### src/rtl/belt_encoder_monitor_if.sv
// belt_encoder_monitor_if: encoder pins, belt command and measurement outputs of the belt encoder monitor
interface belt_encoder_monitor_if #(parameter int CNT_W = 16);
  logic enc_a, enc_b, belt_running, clr_pos;
  logic [CNT_W-1:0] position, speed;
  logic speed_valid, direction, stall, quad_err;
  modport master (output enc_a, enc_b, belt_running, clr_pos,
                  input position, speed, speed_valid, direction, stall, quad_err);
  modport slave (input enc_a, enc_b, belt_running, clr_pos,
                 output position, speed, speed_valid, direction, stall, quad_err);
endinterface

### src/rtl/belt_encoder_monitor.sv
// belt_encoder_monitor: quadrature position/speed tracker with belt stall detection
// ENC_GLITCH_FILTER_EN adds a 4-sample stability filter on each synchronised channel
module belt_encoder_monitor #(
  parameter int CNT_W = 16,
  parameter int GATE_CYCLES = 5000000,
  parameter int MIN_SPEED = 20,
  parameter int STALL_WINDOWS = 3
) (
  input logic clk,
  input logic rst,
  belt_encoder_monitor_if.slave bus
);
  localparam int GW = $clog2(GATE_CYCLES + 1);
  localparam int SW = $clog2(STALL_WINDOWS + 1);
  localparam logic [GW-1:0] GATE_LAST = GW'(GATE_CYCLES - 1);
  localparam logic [SW-1:0] SLOW_LAST = SW'(STALL_WINDOWS);
  localparam logic [CNT_W-1:0] MIN_SPD = CNT_W'(MIN_SPEED);
  typedef enum logic [1:0] {IDLE, SPINUP, MONITOR, STALLED} state_t;
  logic [1:0] s1_q, s2_q, prev_q, ab;
  logic [CNT_W-1:0] position_q, position_d, speed_q, speed_d, win_q, win_d, win_nx;
  logic [GW-1:0] gate_q, gate_d;
  logic direction_q, direction_d, quad_err_q, quad_err_d, speed_valid_q, speed_valid_d;
  logic fwd, rev, term;
  logic [SW-1:0] slow_q, slow_nx;
  logic stall_q;
  state_t state_q;
`ifdef ENC_GLITCH_FILTER_EN
  logic [1:0] flt_q;
  logic [1:0][1:0] fc_q, fc_d;
  // the 4th consecutive differing sample is passed straight to the decoder
  always_comb begin
    ab = flt_q;
    fc_d = fc_q;
    for (int i = 0; i < 2; i++) begin
      fc_d[i] = (s2_q[i] == flt_q[i] || fc_q[i] == 2'd3) ? 2'd0 : fc_q[i] + 2'd1;
      ab[i] = (s2_q[i] != flt_q[i] && fc_q[i] == 2'd3) ? s2_q[i] : flt_q[i];
    end
  end
  always_ff @(posedge clk or posedge rst)
    if (rst) begin
      flt_q <= '0;
      fc_q <= '0;
    end else begin
      flt_q <= ab;
      fc_q <= fc_d;
    end
`else
  assign ab = s2_q;
`endif
  // Gray order 00->01->11->10: the forward successor of x is {x[0], ~x[1]}
  always_comb begin
    fwd = ab == {prev_q[0], ~prev_q[1]};
    rev = prev_q == {ab[0], ~ab[1]};
    term = gate_q == GATE_LAST;
    gate_d = term ? '0 : gate_q + GW'(1);
    win_nx = (fwd || rev) && win_q != '1 ? win_q + CNT_W'(1) : win_q;
    win_d = term ? '0 : win_nx;
    speed_d = term ? win_nx : speed_q;
    speed_valid_d = term;
    position_d = bus.clr_pos ? '0 : fwd ? position_q + CNT_W'(1) : rev ? position_q - CNT_W'(1) : position_q;
    direction_d = fwd ? 1'b1 : rev ? 1'b0 : direction_q;
    quad_err_d = !bus.clr_pos && (quad_err_q || (ab ^ prev_q) == 2'b11);
    slow_nx = speed_q < MIN_SPD ? slow_q + SW'(1) : '0;
  end
  always_ff @(posedge clk or posedge rst)
    if (rst) begin
      s1_q <= '0;
      s2_q <= '0;
      prev_q <= '0;
      gate_q <= '0;
      win_q <= '0;
      speed_q <= '0;
      speed_valid_q <= 1'b0;
      position_q <= '0;
      direction_q <= 1'b1;
      quad_err_q <= 1'b0;
    end else begin
      s1_q <= {bus.enc_a, bus.enc_b};
      s2_q <= s1_q;
      prev_q <= ab;
      gate_q <= gate_d;
      win_q <= win_d;
      speed_q <= speed_d;
      speed_valid_q <= speed_valid_d;
      position_q <= position_d;
      direction_q <= direction_d;
      quad_err_q <= quad_err_d;
    end
  // belt off overrides any window evaluation
  always_ff @(posedge clk or posedge rst)
    if (rst) begin
      state_q <= IDLE;
      slow_q <= '0;
      stall_q <= 1'b0;
    end else if (!bus.belt_running) begin
      state_q <= IDLE;
      slow_q <= '0;
      stall_q <= 1'b0;
    end else
      case (state_q)
        IDLE: state_q <= SPINUP;
        SPINUP: if (speed_valid_q) state_q <= MONITOR;
        MONITOR: if (speed_valid_q) begin
          slow_q <= slow_nx;
          if (slow_nx == SLOW_LAST) begin
            state_q <= STALLED;
            stall_q <= 1'b1;
          end
        end
        default: stall_q <= 1'b1;
      endcase
  assign bus.position = position_q;
  assign bus.speed = speed_q;
  assign bus.speed_valid = speed_valid_q;
  assign bus.direction = direction_q;
  assign bus.stall = stall_q;
  assign bus.quad_err = quad_err_q;
endmodule

### src/flat_wrapper.sv
// flat-port wrapper written by rule: the top's interface ports become plain ports
module belt_encoder_monitor_flat 
#(
  parameter int CNT_W = 16,
  parameter int GATE_CYCLES = 5000000,
  parameter int MIN_SPEED = 20,
  parameter int STALL_WINDOWS = 3
)
  (clk, rst, bus_enc_a, bus_enc_b, bus_belt_running, bus_clr_pos, bus_position, bus_speed, bus_speed_valid, bus_direction, bus_stall, bus_quad_err);
  belt_encoder_monitor_if #(.CNT_W(CNT_W)) bus_i ();
  input logic clk;
  input logic rst;
  input wire logic [$bits(bus_i.enc_a)-1:0] bus_enc_a;
  input wire logic [$bits(bus_i.enc_b)-1:0] bus_enc_b;
  input wire logic [$bits(bus_i.belt_running)-1:0] bus_belt_running;
  input wire logic [$bits(bus_i.clr_pos)-1:0] bus_clr_pos;
  output wire logic [$bits(bus_i.position)-1:0] bus_position;
  output wire logic [$bits(bus_i.speed)-1:0] bus_speed;
  output wire logic [$bits(bus_i.speed_valid)-1:0] bus_speed_valid;
  output wire logic [$bits(bus_i.direction)-1:0] bus_direction;
  output wire logic [$bits(bus_i.stall)-1:0] bus_stall;
  output wire logic [$bits(bus_i.quad_err)-1:0] bus_quad_err;
  assign bus_i.enc_a = bus_enc_a;
  assign bus_i.enc_b = bus_enc_b;
  assign bus_i.belt_running = bus_belt_running;
  assign bus_i.clr_pos = bus_clr_pos;
  assign bus_position = bus_i.position;
  assign bus_speed = bus_i.speed;
  assign bus_speed_valid = bus_i.speed_valid;
  assign bus_direction = bus_i.direction;
  assign bus_stall = bus_i.stall;
  assign bus_quad_err = bus_i.quad_err;
  belt_encoder_monitor #(.CNT_W(CNT_W), .GATE_CYCLES(GATE_CYCLES), .MIN_SPEED(MIN_SPEED), .STALL_WINDOWS(STALL_WINDOWS)) u_core (.clk(clk), .rst(rst), .bus(bus_i));
endmodule
### config.mk
export PLATFORM = sky130hd
export DESIGN_NAME = belt_encoder_monitor_flat
export DESIGN_NICKNAME = d
export VERILOG_FILES = /design/src/rtl/belt_encoder_monitor_if.sv /design/src/rtl/belt_encoder_monitor.sv /design/src/flat_wrapper.sv
export SDC_FILE = /design/constraint.sdc
export NUM_CORES = 1
export LEC_CHECK = 0
export ABC_AREA = 1
export BUFFER_PORTS_ARGS = -buffer_cell sky130_fd_sc_hd__clkbuf_2
export CAP_MARGIN = 20
export CORE_MARGIN = 2
export CORE_UTILIZATION = 25
export CTS_BUF_LIST = sky130_fd_sc_hd__clkbuf_8
export DETAILED_ROUTE_END_ITERATION = 8
export PLACE_DENSITY_LB_ADDON = 0.25
export SLEW_MARGIN = 20
export SYNTH_ARGS = -nofsm -noshare
export SYNTH_HDL_FRONTEND = slang
export SYNTH_SLANG_ARGS = --single-unit
### constraint.sdc
create_clock -name clk -period 6 [get_ports clk]
set_input_delay 0.3 -clock clk [delete_from_list [all_inputs] [get_ports clk]]
set_output_delay 0.3 -clock clk [all_outputs]
set_load 0.02 [all_outputs]
**Word-level counts from Yosys, hierarchy flattened**

Index checks and enable logic that the tools add are counted.

- Register bits after elaboration: 85
- Latch bits: 0
- Bits in writable memories: 0
- Memory bits (read-only): 0
- Logic and storage cells: 70
- Memories kept: 0

- $add $sub $neg: 5
- Multipliers: 0
- Divide/modulo/power cells: 0
- $lt $le $gt $ge: 1
- Equality and inequality tests: 15
- Shift-type cells: 0
- Mux-type cells: 21
- Bitwise operators: 3
- Reductions and logical operators: 12

Operators by type and width:

| kind | number |
|---|---|
| 2-to-1 mux 16 bit | 5 |
| adder 16 x 1 -> 16 bit (second input constant) | 2 |
| adder 23 x 1 -> 23 bit (second input constant) | 1 |
| == test 23 bit (second input constant) | 1 |
| 2-to-1 mux 23 bit | 1 |
| less-than comparator 16 x 5 -> 1 bit (second input constant) | 1 |
| 2-to-1 mux 2 bit | 8 |
| inequality test 16 bit (second input constant) | 1 |
| subtractor 16 x 1 -> 16 bit (second input constant) | 1 |
| inequality test 3 x 2 -> 1 bit (second input constant) | 3 |
| == test 2 bit (second input constant) | 3 |
| one-hot mux 2 bit (3 select lines) | 1 |
| 2-to-1 mux 1 bit | 5 |
| == test 2 bit | 2 |
| inequality test 2 x 1 -> 1 bit (second input constant) | 2 |
| inequality test 4 x 1 -> 1 bit (second input constant) | 1 |
| AND reduction 4 bit | 1 |
| AND reduction 3 bit | 1 |
| nonzero test 3 bit | 1 |
| adder 2 x 1 -> 2 bit (second input constant) | 1 |
| == test 2 x 1 -> 1 bit (second input constant) | 1 |
| logical AND 1 bit | 2 |
| zero test 2 bit | 1 |
| logical OR 1 bit | 2 |
| other kinds (8) | 9 |

**Logic depth before layout (Yosys ltp)**

Gate-level depths: netlist (run 1).

- Depth in word-level cells: 7
- Mapped depth: 14

**Worst setup path before layout (run 1)**

OpenSTA, ideal clock, no wires.

- Path type: reg-to-reg
- Start: register u_core.prev_q[0]
- End: register u_core.position_q[13] (netlist: u_core.bus.position[13])
- Setup time: 118 ps
- Arrival: 2,160 ps
- Required time: 5,882 ps
- Path slack: 3,722 ps
- Cell stages (with the launch flop): 14
- Clock period less this slack: 2,278 ps
- Cell sequence: dfrtp_1 > xor2_1 > inv_1 > ha_1 > inv_1 > ha_1 > nand2_1 > inv_1 > nand2_1 > nand2_1 > a21oi_1 > nand3_1 > nand3_1 > nand2_1

- Longest elaborated chain between the ends: 3

RTL lines:

| item | RTL line | source |
|---|---|---|
| start: declaration | belt_encoder_monitor.sv:19 | `logic [1:0] s1_q, s2_q, prev_q, ab;` |
| start signal: assignment | belt_encoder_monitor.sv:69 | `prev_q <= '0;` |
| start signal: assignment | belt_encoder_monitor.sv:80 | `prev_q <= ab;` |
| == test 2 bit | belt_encoder_monitor.sv:52 | `fwd = ab == {prev_q[0], ~prev_q[1]};` |
| 2-to-1 mux 16 bit (2 in a row) | belt_encoder_monitor.sv:60 | `position_d = bus.clr_pos ? '0 : fwd ? position_q + CNT_W'(1) : rev ? position_q - CNT_W'(1) : position_q;` |
| end signal: assignment | belt_encoder_monitor.sv:85 | `position_q <= position_d;` |
| end: declaration | belt_encoder_monitor.sv:20 | `logic [CNT_W-1:0] position_q, position_d, speed_q, speed_d, win_q, win_d, win_nx;` |

Parallel ways exist; a longest one is shown, timed or not.
A chain may end at the register's enable or synchronous reset.

**Final worst setup path (run 1)**

- Start: register u_core.prev_q[0]
- End: register u_core.position_q[11] (netlist: u_core.bus.position[11])

Same word-level chain as after synthesis.

==> results of run 1 <==
==> per-stage QoR <==
stage / setup WS, ns / util, % / std cells / instance area (sq um) / hold WS [ns]
floorplan: 3.51 / - / 736 / 5220 / 0.331
global placement: 3.33 / 28.2 / 1043 / 5740 / 0.243
detailed placement: 3.28 / 28.2 / 1043 / 5740 / 0.246
CTS: 3.26 / 29.3 / 1060 / 5960 / 0.0107
global route: 3.01 / 29.3 / 1060 / 5960 / 0.00538
finish: 3.29 / 29.3 / 1060 / 5960 / 0.0339
==> sequential cells by signal (all words and copies together), names as in the netlist <==
signal and count:
u_core.prev_q 2, u_core.bus.speed 16, u_core.state_q 2, u_core.bus.stall 1, u_core.bus.direction 1, u_core.bus.quad_err 1
u_core.bus.speed_valid 1, u_core.ab 2, u_core.gate_q 23, u_core.bus.position 16, u_core.win_q 16, u_core.s1_q 2
u_core.slow_q 2
==> where the power goes <==
part / internal (W) / switching (W)
Combinational: 0.000378 / 0.000707
Sequential: 0.000680 / 0.000114
Clock: 0.000219 / 0.000235
==> cells in the final DEF, fill, tap and decap left out, types with 2 or more instances in the layout <==
cell type  count
nand2_1      274
inv_1        106
dfrtp_1       84
nor2_1        83
nand3_1       53
clkbuf_2      41
ha_1          24
xor2_1        23
a21oi_1       17
o21ai_0       15
clkbuf_8      11
nand4_1       10
nor3_1         9
xnor2_1        8
nand3b_1       4
buf_4          3
o31ai_1        2
nor2_2         2
nor3_2         2
inv_6          2
==> cell type report <==
class	instances	area [sq um]	share of cell area (%)
repair buffers	45	238	3.99
inverters	108	409	6.86
flip-flops and latches	85	2130	35.7
clock inverters	5	63.8	1.07
well taps	270	338	5.66
clock buffers	11	151	2.54
multi-input cells	536	2640	44.2
==> cell families (layout without fill, tap and decap cells) <==
| kind of cell | after synthesis | in the layout |
|---|---|---|
| AOI/OAI and AO/OA | 37 | 37 |
| xor gates and xnor gates | 31 | 31 |
| adders and majority gates | 25 | 25 |
| buffers and inverters | 115 | 169 |
| DFF | 85 | 85 |
| and+or+nand+nor | 443 | 443 |
==> how the worst min path moves through the flow <==
stage | startpoint | endpoint | slack [ns] | cells after the start
3_5_place_dp | rst | u_core.gate_q[13]$_DFF_PP0_ | 0.25 | 2
3_3_place_gp | rst | u_core.gate_q[13]$_DFF_PP0_ | 0.24 | 2
2_1_floorplan | u_core.s1_q[0]$_DFF_PP0_ | u_core.ab[0]$_DFF_PP0_ | 0.33 | 0
4_1_cts | bus_enc_b | u_core.s1_q[0]$_DFF_PP0_ | 0.01 | 1
5_1_grt | bus_enc_a | u_core.s1_q[1]$_DFF_PP0_ | 0.005 | 1
6_report | bus_enc_a | u_core.s1_q[1]$_DFF_PP0_ | 0.03 | 1
==> metal layers <==
metal	vias up	GRT usage (%)	part of all wire, %
li1	2371	-	-
met1	2073	16.1	50
met2	58	20.0	45
met3	7	3.47	4.1
met4	0	2.29	0.82
met5	-	0	0
==> repair_timing <==
action                                  CTS  global route
endpoints found under the setup margin    0             0
hold buffers                              1             0
hold endpoints to repair                 16             0
==> impl_metrics.env, run 1 <==
export IMPL_total_power_w=0.00233
export IMPL_cts_sinks=85
export IMPL_synth_xor_area_share_pct=5.20
export IMPL_crit_buf_inv=2
export IMPL_r2r_cells=13
export IMPL_areaGrowthSynthToFinish_pct=14.3
export IMPL_synth_edf_count=0
export IMPL_ys_ff_latch=85
export IMPL_fillers=2202
export IMPL_hpwl_mm=9.38
export IMPL_cts_setup_buffers=0
export IMPL_period_minus_slack_ns=2.71
export IMPL_synth_seq_area_share_pct=40.8
export IMPL_cts_tree="built"
export IMPL_cts_clk_slew_worst_paths_ns=0.10
export IMPL_finalMaxSlewViolations=0
export IMPL_die_area_sq_um=22100
export IMPL_syn_area_per_cell_sq_um=7.09
export IMPL_wire_per_inst_microns=12.0
export IMPL_syn_area_sq_um=5220
export IMPL_setup_viol=0
export IMPL_std_cell_rows=52
export IMPL_path_cells="xor2_1 > inv_1 > ha_1 > inv_1 > ha_1 > nand2_1 > nand3_1 > nand2_1 > nand2_1 > nand2_1 > nand3_1 > nand3_1 > nand2_1"
export IMPL_via_per_inst=4.25
export IMPL_critPathSlowestCell="inv_1"
export IMPL_cp_required_ns=6.26
export IMPL_die_h_microns=149
export IMPL_ioPinCount=42
export IMPL_ir_drop_mv=0.108
export IMPL_worst_pin_slew_ns=0.929
export IMPL_firstDrtPassIters=4
export IMPL_period_share_pct=45.2
export IMPL_grtUsageTotal_pct=12.2
export IMPL_crit_path_end="u_core.bus.position[11]$_DFFE_PP0P_"
export IMPL_syn_inst=736
export IMPL_synth_area_mux_share_pct=0
export IMPL_cts_buffers=9
export IMPL_cts_resized=0
export IMPL_synth_compound_area_share_pct=3.98
export IMPL_synth_top_family_by_area="simple AND/OR/NAND/NOR gates"
export IMPL_die_w_microns=149
export IMPL_core_sq_um=20400
export IMPL_synth_largest_area_cell="dfrtp_1"
export IMPL_r2r_slack_ns=3.29
export IMPL_finClkSkew_ns=0.0112
export IMPL_port_buffer_count=41
export IMPL_rsz0062_at_grt="no"
export IMPL_cp_top_family="simple AND/OR/NAND/NOR gates"
export IMPL_crit_type="reg2reg"
export IMPL_yosys_area_share_simple_pct=35.2
export IMPL_min_path_type="in2reg"
export IMPL_yosys_warnings=0
export IMPL_initial_utilization_pct=25.6
export IMPL_synthTopCellsByCount="nand2_1, inv_1, dfrtp_1"
export IMPL_worstPathMaxFanout=18
export IMPL_yosysMostFrequentCell="nand2_1"
export IMPL_p_leak_nw=3.34
export IMPL_async_flop_share_pct=100
export IMPL_final_nets=816
export IMPL_grt_first_pass_wirelength_mm=21.6
export IMPL_cap_viol_max_count=0
export IMPL_cts_htree_levels=3
export IMPL_diodes=0
export IMPL_hold_viol_final=0
export IMPL_powerDensity_nw_per_um2=391
export IMPL_tns_ns=0
export IMPL_drive_gt1_share_pct=9.24
export IMPL_gp_congestion=0.844
export IMPL_synth_top_area_share_pct=40.3
export IMPL_grt_antenna_before_repair=0
export IMPL_critPathCaptureType="register"
export IMPL_cts_buffer_depth=2
export IMPL_grt_pass1_vias=4450
export IMPL_synth_nets=767
export IMPL_routed_wl_mm=12.7
export IMPL_crit_cells=13
export IMPL_vias=4509
export IMPL_cpMostUsedCell="nand2_1"
export IMPL_yosys_top_cells_area="dfrtp_1, nand2_1, inv_1, nor2_1, ha_1"
export IMPL_rr_endpoint="u_core.bus.position[11]$_DFFE_PP0P_"
export IMPL_clkLatencyLatePin_ns=0.37
export IMPL_grt_start_max_net_pins=70
export IMPL_max_stage_delay_ns=0.49
export IMPL_drc_errors=0
export IMPL_synthFlopType="dfrtp_1"
export IMPL_worstSetupStartpointType="register"
export IMPL_grt_ovfl_total=0
export IMPL_clockRootBuffer="clkbuf_8"
export IMPL_fmax_mhz=369
export IMPL_postRouteAntennaNets=0
export IMPL_status="finished, final reports clean"
export IMPL_drtIter0Drc=260
export IMPL_synth_adder_area_share_pct=6.14
export IMPL_r2r_start="u_core.prev_q[0]$_DFF_PP0_"
export IMPL_relSlewSlack_pct=38.1
export IMPL_arrival_ns=2.97
export IMPL_ys_types=31
export IMPL_startpoint="u_core.prev_q[0]$_DFF_PP0_"
Note: power is estimated with default switching activity, not from simulation.
==> inputs of run 2 (changes only) <==
Clock period 6 ns to 2.6 ns, I/O delays scaled along.
==> run 2 against run 1 <==
Against the previous run: global-route usage is 0.39 points higher; setup slack got worse by 3.0 ns; via count rose by 0.84%; final cell count up 0.66%; cell area up 0.90%; sequential cell count is the same; core utilization up 0.26 points; combinational power up 130%; die area stayed put; sequential share of layout area decreased by 0.32 points; wire length grew 0.46%.
==> impl_metrics.env, run 2 (synthesized netlist as in run 1, its figures left out) <==
export IMPL_status="finished, final reports clean"
export IMPL_post_dp_cell_area_sq_um=5790
export IMPL_worstSetupStartpointType="register"
export IMPL_cts_htree_levels=3
export IMPL_holdPathEnd="u_core.bus.stall$_DFFE_PP0P_"
export IMPL_via_per_inst=4.26
export IMPL_drive_gt1_share_pct=9.79
export IMPL_p_leak_nw=3.36
export IMPL_internal_power_w=0.00282
export IMPL_vias=4547
export IMPL_powerDensity_nw_per_um2=878
export IMPL_rr_endpoint="u_core.bus.position[10]$_DFFE_PP0P_"
export IMPL_initial_utilization_pct=25.6
export IMPL_total_power_w=0.00528
export IMPL_core_sq_um=20400
export IMPL_crit_cells=15
export IMPL_finClkSkew_ns=0.0145
export IMPL_cts_clk_slew_worst_paths_ns=0.10
export IMPL_startpoint="u_core.prev_q[0]$_DFF_PP0_"
export IMPL_cts_buffers=9
export IMPL_max_stage_delay_ns=0.41
export IMPL_drtIter0Drc=199
export IMPL_grt_start_max_net_pins=44
export IMPL_grt_first_pass_wirelength_mm=22.1
export IMPL_rsz0062_at_grt="no"
export IMPL_critPathSlowestCell="dfrtp_1"
export IMPL_comb_power_share_pct=47.7
export IMPL_diodes=0
export IMPL_grt_pass1_vias=4524
export IMPL_ir_drop_mv=0.230
export IMPL_p_switching_w=0.00246
export IMPL_design_area_sq_um=6020
export IMPL_postRouteAntennaNets=0
export IMPL_cpMostUsedCell="nand2_1"
export IMPL_die_area_sq_um=22100
export IMPL_largest_reg_flops=23
export IMPL_gp_congestion=0.831
export IMPL_final_cell_mix="nand2_1, inv_1, dfrtp_1, nor2_1, nand3_1"
export IMPL_crit_buf_inv=3
export IMPL_r2r_slack_ns=0.24
export IMPL_switching_share_pct=46.6
export IMPL_r2r_cells=15
export IMPL_grtUsageTotal_pct=12.6
export IMPL_cts_sinks=85
export IMPL_setup_viol=0
export IMPL_stdcell_count=1067
export IMPL_min_path_type="in2reg"
export IMPL_critPathCaptureType="register"
export IMPL_worst_pin_slew_ns=0.592
export IMPL_period_share_pct=90.7
export IMPL_areaGrowthSynthToFinish_pct=15.3
export IMPL_ioPinCount=42
export IMPL_routed_wl_mm=12.8
export IMPL_cap_viol_max_count=0
export IMPL_final_util_pct=29.6
export IMPL_path_cells="xor2_1 > inv_1 > ha_2 > inv_1 > buf_12 > ha_1 > nand2_1 > nor2_1 > nand2_1 > nand3_1 > nand2_1 > nand2_1 > nand2_1 > nand3_1 > nand2_1"
export IMPL_cts_buffer_depth=2
export IMPL_place_inst=1046
export IMPL_period_minus_slack_ns=2.36
export IMPL_grt_antenna_before_repair=0
export IMPL_final_common_cell="nand2_1"
export IMPL_hold_path_depth=3
export IMPL_final_nets=823
export IMPL_top_register="u_core.gate_q"
export IMPL_cts_tree="built"
export IMPL_die_h_microns=149
export IMPL_die_w_microns=149
export IMPL_clkPwrFrac_pct=17.5
export IMPL_drc_errors=0
export IMPL_clockRootBuffer="clkbuf_8"
export IMPL_std_cell_rows=52
export IMPL_wire_per_inst_microns=12.0
export IMPL_finalMaxSlewViolations=0
export IMPL_fillers=2271
export IMPL_port_buffer_count=41
export IMPL_clkLatencyLatePin_ns=0.38
export IMPL_arrival_ns=2.63
export IMPL_tns_ns=0
export IMPL_relSlewSlack_pct=60.6
export IMPL_hold_viol_final=0
export IMPL_grt_ovfl_total=0
export IMPL_cp_required_ns=2.87
export IMPL_fmax_mhz=424
export IMPL_r2r_start="u_core.prev_q[0]$_DFF_PP0_"
export IMPL_firstDrtPassIters=7
export IMPL_cp_top_family="simple AND/OR/NAND/NOR gates"
export IMPL_hpwl_mm=9.38
export IMPL_worstPathMaxFanout=17
export IMPL_crit_type="reg2reg"
export IMPL_p_seq_share_pct=34.8
export IMPL_min_from="bus_belt_running"
[run 2: cell count changes in the layout (fill, tap and decap cells not counted), sizes merged]
cell | before | now
buf | 3 | 7
inv | 109 | 110
clkbuf | 52 | 50
clkinvlp | 1 | 2
dlygate4sd3 | 1 | 4
bufinv | 1 | 0
clkinv | 2 | 3
[run 2: repair_timing]
item / in CTS / in global routing
hold endpoints to repair: 45 / 0
resized for setup: 0 / 1
setup buffers: 0 / 1
endpoints found under the setup margin: 0 / 5
hold buffers: 4 / 0
[run 2: power groups by stage]
stage	Combinational, W	Sequential [W]	Clock (W)
global route	0.00299	0.00187	0.00103
finish	0.00252	0.00184	0.000924
CTS	0.00255	0.00184	0.000984
global placement	0.00252	0.00186	0
floorplan	0.00182	0.00193	0
detailed placement	0.00253	0.00186	0
[run 2: layout make-up]
class                      count  area, sq um  area share, %
clock buffer                   9          124           2.06
clock inverter                 7         57.6          0.956
inverter                     108          409           6.80
multi-input combinational    536         2640           43.8
sequential                    85         2130           35.4
tap                          270          338           5.61
timing repair buffer          52          323           5.36
[run 2: worst max-delay path by stage]
stage | to
after floorplan | u_core.ab[0]$_DFF_PP0_
after global placement | u_core.bus.position[5]$_DFFE_PP0P_
after detailed placement | u_core.bus.position[5]$_DFFE_PP0P_
after CTS | u_core.bus.position[5]$_DFFE_PP0P_
after global routing | u_core.bus.position[8]$_DFFE_PP0P_
final | u_core.bus.position[10]$_DFFE_PP0P_
[run 2: per-layer routing]
| metal | wire length (microns) | vias up | track usage, % |
|---|---|---|---|
| li1 | - | 2387 | - |
| met1 | 6490 | 2096 | 16.9 |
| met2 | 5690 | 52 | 20.5 |
| met3 | 477 | 12 | 3.07 |
| met4 | 135 | 0 | 2.95 |
| met5 | 0 | - | 0 |
[run 2: worst reg2reg max path: cells and delay by family (launching register included)]
kind / cells / cell delay, ns
AND/OR/NAND/NOR: 9 / 0.81
adder cells (fa/ha/maj): 2 / 0.55
flip-flops: 1 / 0.41
buffers and inverters: 3 / 0.31
XOR/XNOR: 1 / 0.18
[run 2: metrics by stage]
step	setup slack, ns	hold slack, ns
final	0.242	0.0632
after global routing	0.000991	0.0574
after CTS	0.170	0.0366
after detailed placement	0.193	0.248
after global placement	0.231	0.243
after floorplan	0.278	0.161
